[config.mk]
export PLATFORM = sky130hd
export DESIGN_NAME = mdu_seq_flat
export DESIGN_NICKNAME = d
export VERILOG_FILES = /design/src/rtl/mdu_pkg.sv /design/src/rtl/mdu_seq_if.sv /design/src/rtl/mdu_addsub.sv /design/src/rtl/mdu_seq.sv /design/src/flat_wrapper.sv
export SDC_FILE = /design/constraint.sdc
export NUM_CORES = 1
export LEC_CHECK = 0
export CAP_MARGIN = 20
export CORE_ASPECT_RATIO = 1.4
export CORE_MARGIN = 2
export CORE_UTILIZATION = 65
export DETAILED_ROUTE_END_ITERATION = 12
export DONT_BUFFER_PORTS = 1
export HOLD_SLACK_MARGIN = 0.08
export PLACE_DENSITY = 0.81
export SETUP_SLACK_MARGIN = 0.02
export SYNTH_ARGS = -nofsm -noshare
export SYNTH_HDL_FRONTEND = slang
export SYNTH_SLANG_ARGS = --single-unit
[constraint.sdc]
create_clock -name clk -period 5.4 [get_ports clk]
set_clock_uncertainty 0.2 [all_clocks]
set_input_delay 0.54 -clock clk [delete_from_list [all_inputs] [get_ports clk]]
set_output_delay 0.54 -clock clk [all_outputs]
set_load 0.01 [all_outputs]
[src/rtl/mdu_pkg.sv]
`default_nettype none
// ============================================================================
//  Module      : mdu_pkg
//  Description : Shared definitions for the iterative multiply/divide unit.
//                Op encoding, FSM state type and a small decode helper.
//  Revision    : 1.0  initial release
// ============================================================================
package mdu_pkg;

    // Operation encoding presented on the op port
    localparam logic [1:0] OP_MULT  = 2'b00;
    localparam logic [1:0] OP_MULTU = 2'b01;
    localparam logic [1:0] OP_DIV   = 2'b10;
    localparam logic [1:0] OP_DIVU  = 2'b11;

    // Sequencer states
    typedef enum logic [1:0] {
        IDLE = 2'b00,
        CALC = 2'b01,
        SIGN = 2'b10,
        DONE = 2'b11
    } state_t;

    // Bit 0 of the op code distinguishes the unsigned variants
    function automatic logic op_is_signed(input logic [1:0] op);
        return ~op[0];
    endfunction

endpackage : mdu_pkg
`default_nettype wire

[src/rtl/mdu_seq_if.sv]
`default_nettype none
// ============================================================================
//  Module      : mdu_seq_if
//  Description : Request / result bundle between the execute stage and the
//                multiply/divide unit.
//  Ports       : start, op, a, b         operation request
//                hi_we, lo_we, wdata     MTHI / MTLO writes
//                busy, done, hi, lo      status and architectural HI/LO
//  Modports    : master (execute stage), slave (mdu_seq)
//  Revision    : 1.0  initial release
// ============================================================================
interface mdu_seq_if #(
    parameter int N = 32
);
    logic         start;
    logic [1:0]   op;
    logic [N-1:0] a;
    logic [N-1:0] b;
    logic         hi_we;
    logic         lo_we;
    logic [N-1:0] wdata;
    logic         busy;
    logic         done;
    logic [N-1:0] hi;
    logic [N-1:0] lo;

    modport master (
        output start, op, a, b, hi_we, lo_we, wdata,
        input  busy, done, hi, lo
    );

    modport slave (
        input  start, op, a, b, hi_we, lo_we, wdata,
        output busy, done, hi, lo
    );

endinterface : mdu_seq_if
`default_nettype wire

[src/rtl/mdu_addsub.sv]
`default_nettype none
// ============================================================================
//  Module      : mdu_addsub
//  Description : N-bit adder/subtractor with carry-out. When sub_i is set the
//                y operand is inverted and the carry-in forced to one, so
//                cout_o = 1 means "no borrow" for x_i - y_i.
//  Ports       : x_i, y_i   operands
//                sub_i      0 = add, 1 = subtract
//                sum_o      N-bit result
//                cout_o     carry out (inverted borrow when subtracting)
//  Revision    : 1.0  initial release
// ============================================================================
module mdu_addsub #(
    parameter int N = 32
) (
    input  logic [N-1:0] x_i,
    input  logic [N-1:0] y_i,
    input  logic         sub_i,
    output logic [N-1:0] sum_o,
    output logic         cout_o
);

    logic [N-1:0] w_y;

    assign w_y             = sub_i ? ~y_i : y_i;
    assign {cout_o, sum_o} = {1'b0, x_i} + {1'b0, w_y} + {{N{1'b0}}, sub_i};

endmodule : mdu_addsub
`default_nettype wire

[src/rtl/mdu_seq.sv]
`default_nettype none
// ============================================================================
//  Module      : mdu_seq
//  Description : Iterative multiply/divide unit. MULT/MULTU use shift-add,
//                DIV/DIVU use restoring division, one bit per cycle on
//                unsigned magnitudes; the sign fix-up is applied in a final
//                SIGN cycle that also writes HI/LO.
//  Ports       : clk        rising-edge clock
//                rst_n      synchronous reset, active low
//                bus        mdu_seq_if.slave (request, MTHI/MTLO, status, HI/LO)
//  Build macro : MDU_DIV_EN  defined   -> full divide datapath
//                            undefined -> DIV/DIVU complete immediately and
//                                         leave HI/LO untouched
//  Revision    : 1.0  initial release
// ============================================================================
module mdu_seq
    import mdu_pkg::*;
#(
    parameter int N = 32
) (
    input  logic     clk,
    input  logic     rst_n,
    mdu_seq_if.slave bus
);

    localparam int            CW         = $clog2(N);
    localparam logic [CW-1:0] C_CNT_LAST = CW'(N - 1);

    // ------------------------------------------------------------------
    // State
    // ------------------------------------------------------------------
    state_t          state_q,   state_d;
    logic [CW-1:0]   cnt_q,     cnt_d;
    logic [2*N-1:0]  acc_q,     acc_d;      // product, or remainder:quotient
    logic [N-1:0]    mcand_q,   mcand_d;    // |multiplicand| or |divisor|
    logic            neg_res_q, neg_res_d;  // product / quotient is negative
    logic [N-1:0]    hi_q,      hi_d;
    logic [N-1:0]    lo_q,      lo_d;
`ifdef MDU_DIV_EN
    logic            is_div_q,  is_div_d;
    logic            neg_rem_q, neg_rem_d;  // remainder follows dividend sign
    logic            dvz_q,     dvz_d;      // divide by zero
    logic [N-1:0]    a_raw_q,   a_raw_d;    // dividend as issued, for /0
`endif

    // ------------------------------------------------------------------
    // Operand conditioning: magnitudes for signed ops, raw for unsigned
    // ------------------------------------------------------------------
    logic            w_signed;
    logic            w_neg_a;
    logic            w_neg_b;
    logic [N-1:0]    w_abs_a;
    logic [N-1:0]    w_abs_b;

    assign w_signed = op_is_signed(bus.op);
    assign w_neg_a  = w_signed & bus.a[N-1];
    assign w_neg_b  = w_signed & bus.b[N-1];
    // The most negative value maps onto itself, which is its correct
    // unsigned magnitude.
    assign w_abs_a  = w_neg_a ? -bus.a : bus.a;
    assign w_abs_b  = w_neg_b ? -bus.b : bus.b;

    // ------------------------------------------------------------------
    // Shared adder: upper half + multiplicand, or shifted remainder - divisor
    // ------------------------------------------------------------------
    logic [N-1:0]    w_add_x;
    logic            w_add_sub;
    logic [N-1:0]    w_add_sum;
    logic            w_add_cout;

`ifdef MDU_DIV_EN
    // For division the adder sees the remainder after the left shift,
    // i.e. acc bits [2N-2:N-1].
    assign w_add_x   = is_div_q ? acc_q[2*N-2:N-1] : acc_q[2*N-1:N];
    assign w_add_sub = is_div_q;
`else
    assign w_add_x   = acc_q[2*N-1:N];
    assign w_add_sub = 1'b0;
`endif

    mdu_addsub #(
        .N (N)
    ) u_addsub (
        .x_i    (w_add_x),
        .y_i    (mcand_q),
        .sub_i  (w_add_sub),
        .sum_o  (w_add_sum),
        .cout_o (w_add_cout)
    );

    // ------------------------------------------------------------------
    // Per-iteration accumulator updates
    // ------------------------------------------------------------------
    logic [2*N-1:0]  w_mul_step;
    logic [2*N-1:0]  w_prod;

    // Carry from the add becomes the new MSB after the right shift.
    assign w_mul_step = acc_q[0] ? {w_add_cout, w_add_sum, acc_q[N-1:1]}
                                 : {1'b0, acc_q[2*N-1:1]};
    assign w_prod     = neg_res_q ? -acc_q : acc_q;

`ifdef MDU_DIV_EN
    logic [2*N-1:0]  w_div_step;
    logic            w_no_borrow;
    logic [N-1:0]    w_quo;
    logic [N-1:0]    w_rem;

    // The bit shifted out of the remainder counts as an extra MSB: if it is
    // set, the shifted remainder exceeds any N-bit divisor.
    assign w_no_borrow = w_add_cout | acc_q[2*N-1];
    assign w_div_step  = w_no_borrow ? {w_add_sum, acc_q[N-2:0], 1'b1}
                                     : {acc_q[2*N-2:0], 1'b0};
    assign w_quo       = acc_q[N-1:0];
    assign w_rem       = acc_q[2*N-1:N];
`endif

    // ------------------------------------------------------------------
    // Next-state and datapath control
    // ------------------------------------------------------------------
    always_comb begin
        state_d   = state_q;
        cnt_d     = cnt_q;
        acc_d     = acc_q;
        mcand_d   = mcand_q;
        neg_res_d = neg_res_q;
        hi_d      = hi_q;
        lo_d      = lo_q;
`ifdef MDU_DIV_EN
        is_div_d  = is_div_q;
        neg_rem_d = neg_rem_q;
        dvz_d     = dvz_q;
        a_raw_d   = a_raw_q;
`endif

        case (state_q)
            IDLE, DONE: begin
                // MTHI/MTLO are honoured even on the edge that starts an op.
                if (bus.hi_we) hi_d = bus.wdata;
                if (bus.lo_we) lo_d = bus.wdata;
                state_d = IDLE;

                if (bus.start) begin
                    if (bus.op[1]) begin
`ifdef MDU_DIV_EN
                        state_d   = CALC;
                        cnt_d     = C_CNT_LAST;
                        is_div_d  = 1'b1;
                        neg_res_d = w_neg_a ^ w_neg_b;
                        neg_rem_d = w_neg_a;
                        dvz_d     = (bus.b == '0);
                        a_raw_d   = bus.a;
                        acc_d     = {{N{1'b0}}, w_abs_a};
                        mcand_d   = w_abs_b;
`else
                        // No divider: acknowledge at once, HI/LO untouched.
                        state_d   = DONE;
`endif
                    end else begin
                        state_d   = CALC;
                        cnt_d     = C_CNT_LAST;
                        neg_res_d = w_neg_a ^ w_neg_b;
                        acc_d     = {{N{1'b0}}, w_abs_b};
                        mcand_d   = w_abs_a;
`ifdef MDU_DIV_EN
                        is_div_d  = 1'b0;
`endif
                    end
                end
            end

            CALC: begin
`ifdef MDU_DIV_EN
                acc_d = is_div_q ? w_div_step : w_mul_step;
`else
                acc_d = w_mul_step;
`endif
                if (cnt_q == '0) begin
                    state_d = SIGN;
                end else begin
                    cnt_d = cnt_q - CW'(1);
                end
            end

            SIGN: begin
                state_d = DONE;
`ifdef MDU_DIV_EN
                if (is_div_q) begin
                    if (dvz_q) begin
                        lo_d = '1;
                        hi_d = a_raw_q;
                    end else begin
                        lo_d = neg_res_q ? -w_quo : w_quo;
                        hi_d = neg_rem_q ? -w_rem : w_rem;
                    end
                end else begin
                    hi_d = w_prod[2*N-1:N];
                    lo_d = w_prod[N-1:0];
                end
`else
                hi_d = w_prod[2*N-1:N];
                lo_d = w_prod[N-1:0];
`endif
            end

            default: begin
                state_d = IDLE;
            end
        endcase
    end

    // ------------------------------------------------------------------
    // Registers
    // ------------------------------------------------------------------
    always_ff @(posedge clk) begin
        if (!rst_n) begin
            state_q   <= IDLE;
            cnt_q     <= '0;
            acc_q     <= '0;
            mcand_q   <= '0;
            neg_res_q <= 1'b0;
            hi_q      <= '0;
            lo_q      <= '0;
`ifdef MDU_DIV_EN
            is_div_q  <= 1'b0;
            neg_rem_q <= 1'b0;
            dvz_q     <= 1'b0;
            a_raw_q   <= '0;
`endif
        end else begin
            state_q   <= state_d;
            cnt_q     <= cnt_d;
            acc_q     <= acc_d;
            mcand_q   <= mcand_d;
            neg_res_q <= neg_res_d;
            hi_q      <= hi_d;
            lo_q      <= lo_d;
`ifdef MDU_DIV_EN
            is_div_q  <= is_div_d;
            neg_rem_q <= neg_rem_d;
            dvz_q     <= dvz_d;
            a_raw_q   <= a_raw_d;
`endif
        end
    end

    // ------------------------------------------------------------------
    // Outputs
    // ------------------------------------------------------------------
    assign bus.busy = (state_q == CALC) || (state_q == SIGN);
    assign bus.done = (state_q == DONE);
    assign bus.hi   = hi_q;
    assign bus.lo   = lo_q;

endmodule : mdu_seq
`default_nettype wire

[src/flat_wrapper.sv]
// flat-port wrapper written by rule: the top's interface ports become plain ports
module mdu_seq_flat import mdu_pkg::*;
#(
    parameter int N = 32
)
  (clk, rst_n, bus_start, bus_op, bus_a, bus_b, bus_hi_we, bus_lo_we, bus_wdata, bus_busy, bus_done, bus_hi, bus_lo);
  mdu_seq_if #(.N(N)) bus_i ();
  input  logic clk;
  input  logic rst_n;
  input wire logic [$bits(bus_i.start)-1:0] bus_start;
  input wire logic [$bits(bus_i.op)-1:0] bus_op;
  input wire logic [$bits(bus_i.a)-1:0] bus_a;
  input wire logic [$bits(bus_i.b)-1:0] bus_b;
  input wire logic [$bits(bus_i.hi_we)-1:0] bus_hi_we;
  input wire logic [$bits(bus_i.lo_we)-1:0] bus_lo_we;
  input wire logic [$bits(bus_i.wdata)-1:0] bus_wdata;
  output wire logic [$bits(bus_i.busy)-1:0] bus_busy;
  output wire logic [$bits(bus_i.done)-1:0] bus_done;
  output wire logic [$bits(bus_i.hi)-1:0] bus_hi;
  output wire logic [$bits(bus_i.lo)-1:0] bus_lo;
  assign bus_i.start = bus_start;
  assign bus_i.op = bus_op;
  assign bus_i.a = bus_a;
  assign bus_i.b = bus_b;
  assign bus_i.hi_we = bus_hi_we;
  assign bus_i.lo_we = bus_lo_we;
  assign bus_i.wdata = bus_wdata;
  assign bus_busy = bus_i.busy;
  assign bus_done = bus_i.done;
  assign bus_hi = bus_i.hi;
  assign bus_lo = bus_i.lo;
  mdu_seq #(.N(N)) u_core (.clk(clk), .rst_n(rst_n), .bus(bus_i));
endmodule
==> impl_metrics.yaml <==
sta:
  worst_hold_slack_ps: 90.9
  finalCritPeriodShare_pct: 69.0
  slew-limit-headroom_pct: 27.1
  tightest_slew_ps: 1080
  setup_violations: 0
  fin_setup_tns_ps: 0
  final-max-slew-violation-count: 0
  period_minus_slack_ps: 3730
  fin_ws_ps: 1670
  max_freq_ghz: 0.268
  rsz0062_at_grt: "no"
  hold_viol: 0
global_route:
  grt_pass1_vias: 10900
  overflow: 0
  grt_max_degree: 78
  grt_util_all_layers_pct: 37.8
  grt_pass1_wl_um: 57700
  antenna_found_initial: 1
worst_setup_path:
  crit_chain: "inv_1 > ha_2 > nand3b_1 > o21ai_2 > and3_1 > nand2_1 > or4b_2 > nand3_1"
  slowest_delay_ps: 800
  cp.arrival_ps: 3920
  path_delay_family: "simple AND/OR/NAND/NOR gates"
  crit_path_start_kind: "flip-flop"
  slowest_stage: "or4b_2"
  crit_buf_inv: 1
  cp-end-kind: "flip-flop"
  required_ps: 5590
  crit_fanout: 21
  path_class: "reg2reg"
floorplanning:
  floorplan.initialDensity_pct: 65.8
  std_cell_rows: 58
  dieWidth_um: 117
  dieArea_um2: 19100
  fp.dieH_um: 163
  core_area_um2: 17800
  num_io_pins: 169
synthesis:
  synth_warnings: 0
  syn_inst: 1583
  async_reset_ff_share_pct: 0
  yosysTopAreaCell: "dfxtp_1"
  synth_area_leaders: "dfxtp_1, a21oi_1, nor2_1"
  synth_compound_area_share_pct: 28.1
  synth_flop_cell: "dfxtp_1"
  syn_nets: 1727
  synth_xor_area_share_pct: 8.68
  synth_mux_area_share_pct: 1.94
  synth.avg_cell_area_um2: 7.39
  synth_cell_types: 75
  synth_top_family_by_area: "compound AO/OA/AOI/OAI gates"
  synth_fa_ha_area_share_pct: 4.45
  synthSimpleGateAreaFrac_pct: 23.5
  ys_seq_area_share_pct: 28.7
  syn_area_um2: 11700
  synth_top_area_share_pct: 28.7
  synth_seq_cells: 168
  synth_enable_flop_cells: 0
drt:
  vias: 12000
  drcViolationCount: 0
  ant_nets: 0
  drt_iter0_markers: 1056
  first_pass_iters: 6
  viasPerCell: 6.75
  routedWlPerCell_um: 21.0
  routed_wl_um: 37500
cts:
  clock-sinks: 168
  clk-insertion-delay-late_ps: 450
  cts_tree: "done"
  numCtsBuffers: 17
  clk_pin_slew_ps: 80
  h-tree-depth: 4
  cts_max_path_buffers: 2
  post_cts_resized: 0
  cts_root_buf: "clkbuf_16"
  cts_setup_buffers: 0
  ctsHoldBuffers: 16
status:
  status: "finished clean"
placement:
  dpl_cell_area_um2: 11800
  place.gp.congestion: 0.997
  post-dp-hpwl_um: 27600
  dp_slack_ps: 1690
  port_buffers: 0
power:
  p_leak_nw: 4.82
  max-vdd-ir-drop_mv: 0.267
  pwr_density_cell_nw_per_um2: 442
layout:
  area_growth_pct: 7.03
  final_cell_mix: "nor2_1, dfxtp_1, a21oi_1, nand2_1, o21ai_0"
  final_area_um2: 12500
  final_common_cell: "nor2_1"
  fin_util_pct: 70.4
  nets: 1673
  drive_above_1_share_pct: 5.32
run:
  drv_cap: 0
hold_path:
  hp-class: "in2reg"
## kinds of logic after synthesis
group,Yosys count
buffers and inverters,142
adder cells (fa/ha/maj),41
flip-flops,168
AO/OA/AOI/OAI,520
multiplexers,22
XOR/XNOR,116
AND/OR/NAND/NOR,574
## report_power, final
group | switching [W] | total, W | internal [W]
Sequential | 0.000413 | 0.00198 | 0.00156
Clock | 0.000609 | 0.00123 | 0.000624
Combinational | 0.00154 | 0.00232 | 0.000777
## through the flow
step	power (W)	cells
2_1_floorplan	0.00360	1583
3_3_place_gp	0.00417	1734
3_5_place_dp	0.00423	1734
4_1_cts	0.00546	1782
5_1_grt	0.00581	1783
6_report	0.00553	1783
## path summary, 6_finish.rpt
path / startpoint / end / slack, ps / cells past startpoint
max reg2reg: u_core.state_q[0]$_SDFFE_PN0P_ / u_core.acc_q[56]$_SDFFE_PN0P_ / 1670 / 8
min reg2reg: u_core.cnt_q[0]$_SDFFE_PN0P_ / u_core.cnt_q[0]$_SDFFE_PN0P_ / 250 / 1
min: bus_a[30] / u_core.mcand_q[30]$_SDFFE_PN0P_ / 90 / 3
max: u_core.state_q[0]$_SDFFE_PN0P_ / u_core.acc_q[56]$_SDFFE_PN0P_ / 1670 / 8
## flip-flops by register name (all words and copies together) (netlist names)
| signal | cells |
|---|---|
| u_core.state_q | 2 |
| u_core.bus.lo | 32 |
| u_core.cnt_q | 5 |
| u_core.bus.hi | 32 |
| u_core.neg_res_q | 1 |
| u_core.mcand_q | 32 |
| u_core.acc_q | 64 |
## worst register-to-register path, delay by kind of cell (launching register included)
kind / cells / cell delay (ps)
AND/OR/NAND/NOR: 5 / 2240
buffers and inverters: 1 / 70
flip-flops: 1 / 390
AO/OA/AOI/OAI: 1 / 340
adder cells (fa/ha/maj): 1 / 440
## synthesized netlist by cell type (all sizes together), types with 4 or more instances
master   instances
nor2           200
dfxtp          168
a21oi          159
nand2          148
o21ai          110
clkbuf          96
xnor2           66
xor2            50
nor3            47
a211oi          41
ha              40
inv             38
a31oi           34
nand3           34
a21o            28
or3             22
nor4            20
a22oi           19
mux2i           17
and3            15
o31ai           15
o211ai          14
or4             14
nor2b           13
o21a            13
a311oi          12
and2            10
nand4           10
nand2b           9
o41ai            9
a22o             8
buf              8
a211o            7
nor3b            7
o21bai           7
o22ai            7
mux2             5
o311ai           5
a2111oi          4
a31o             4
nand3b           4
nor4b            4
o31a             4
## layer usage
layer	vias up	track usage [%]	share of wire (%)
met5	-	0	0
met4	0	22.4	6.0
met3	145	6.51	6.5
met2	574	69.1	51
met1	5660	41.0	37
li1	5659	-	-
## final cells by class
type / count / area, µm²
multi-input combinational: 1273 / 7830
fill: 1554 / 5260
sequential: 168 / 3360
clock buffer: 17 / 425
tap: 240 / 300
timing repair buffer: 31 / 283
clock inverter: 15 / 173
inverter: 38 / 144
antenna: 1 / 2.50
Power figures use the tool's default switching activity.
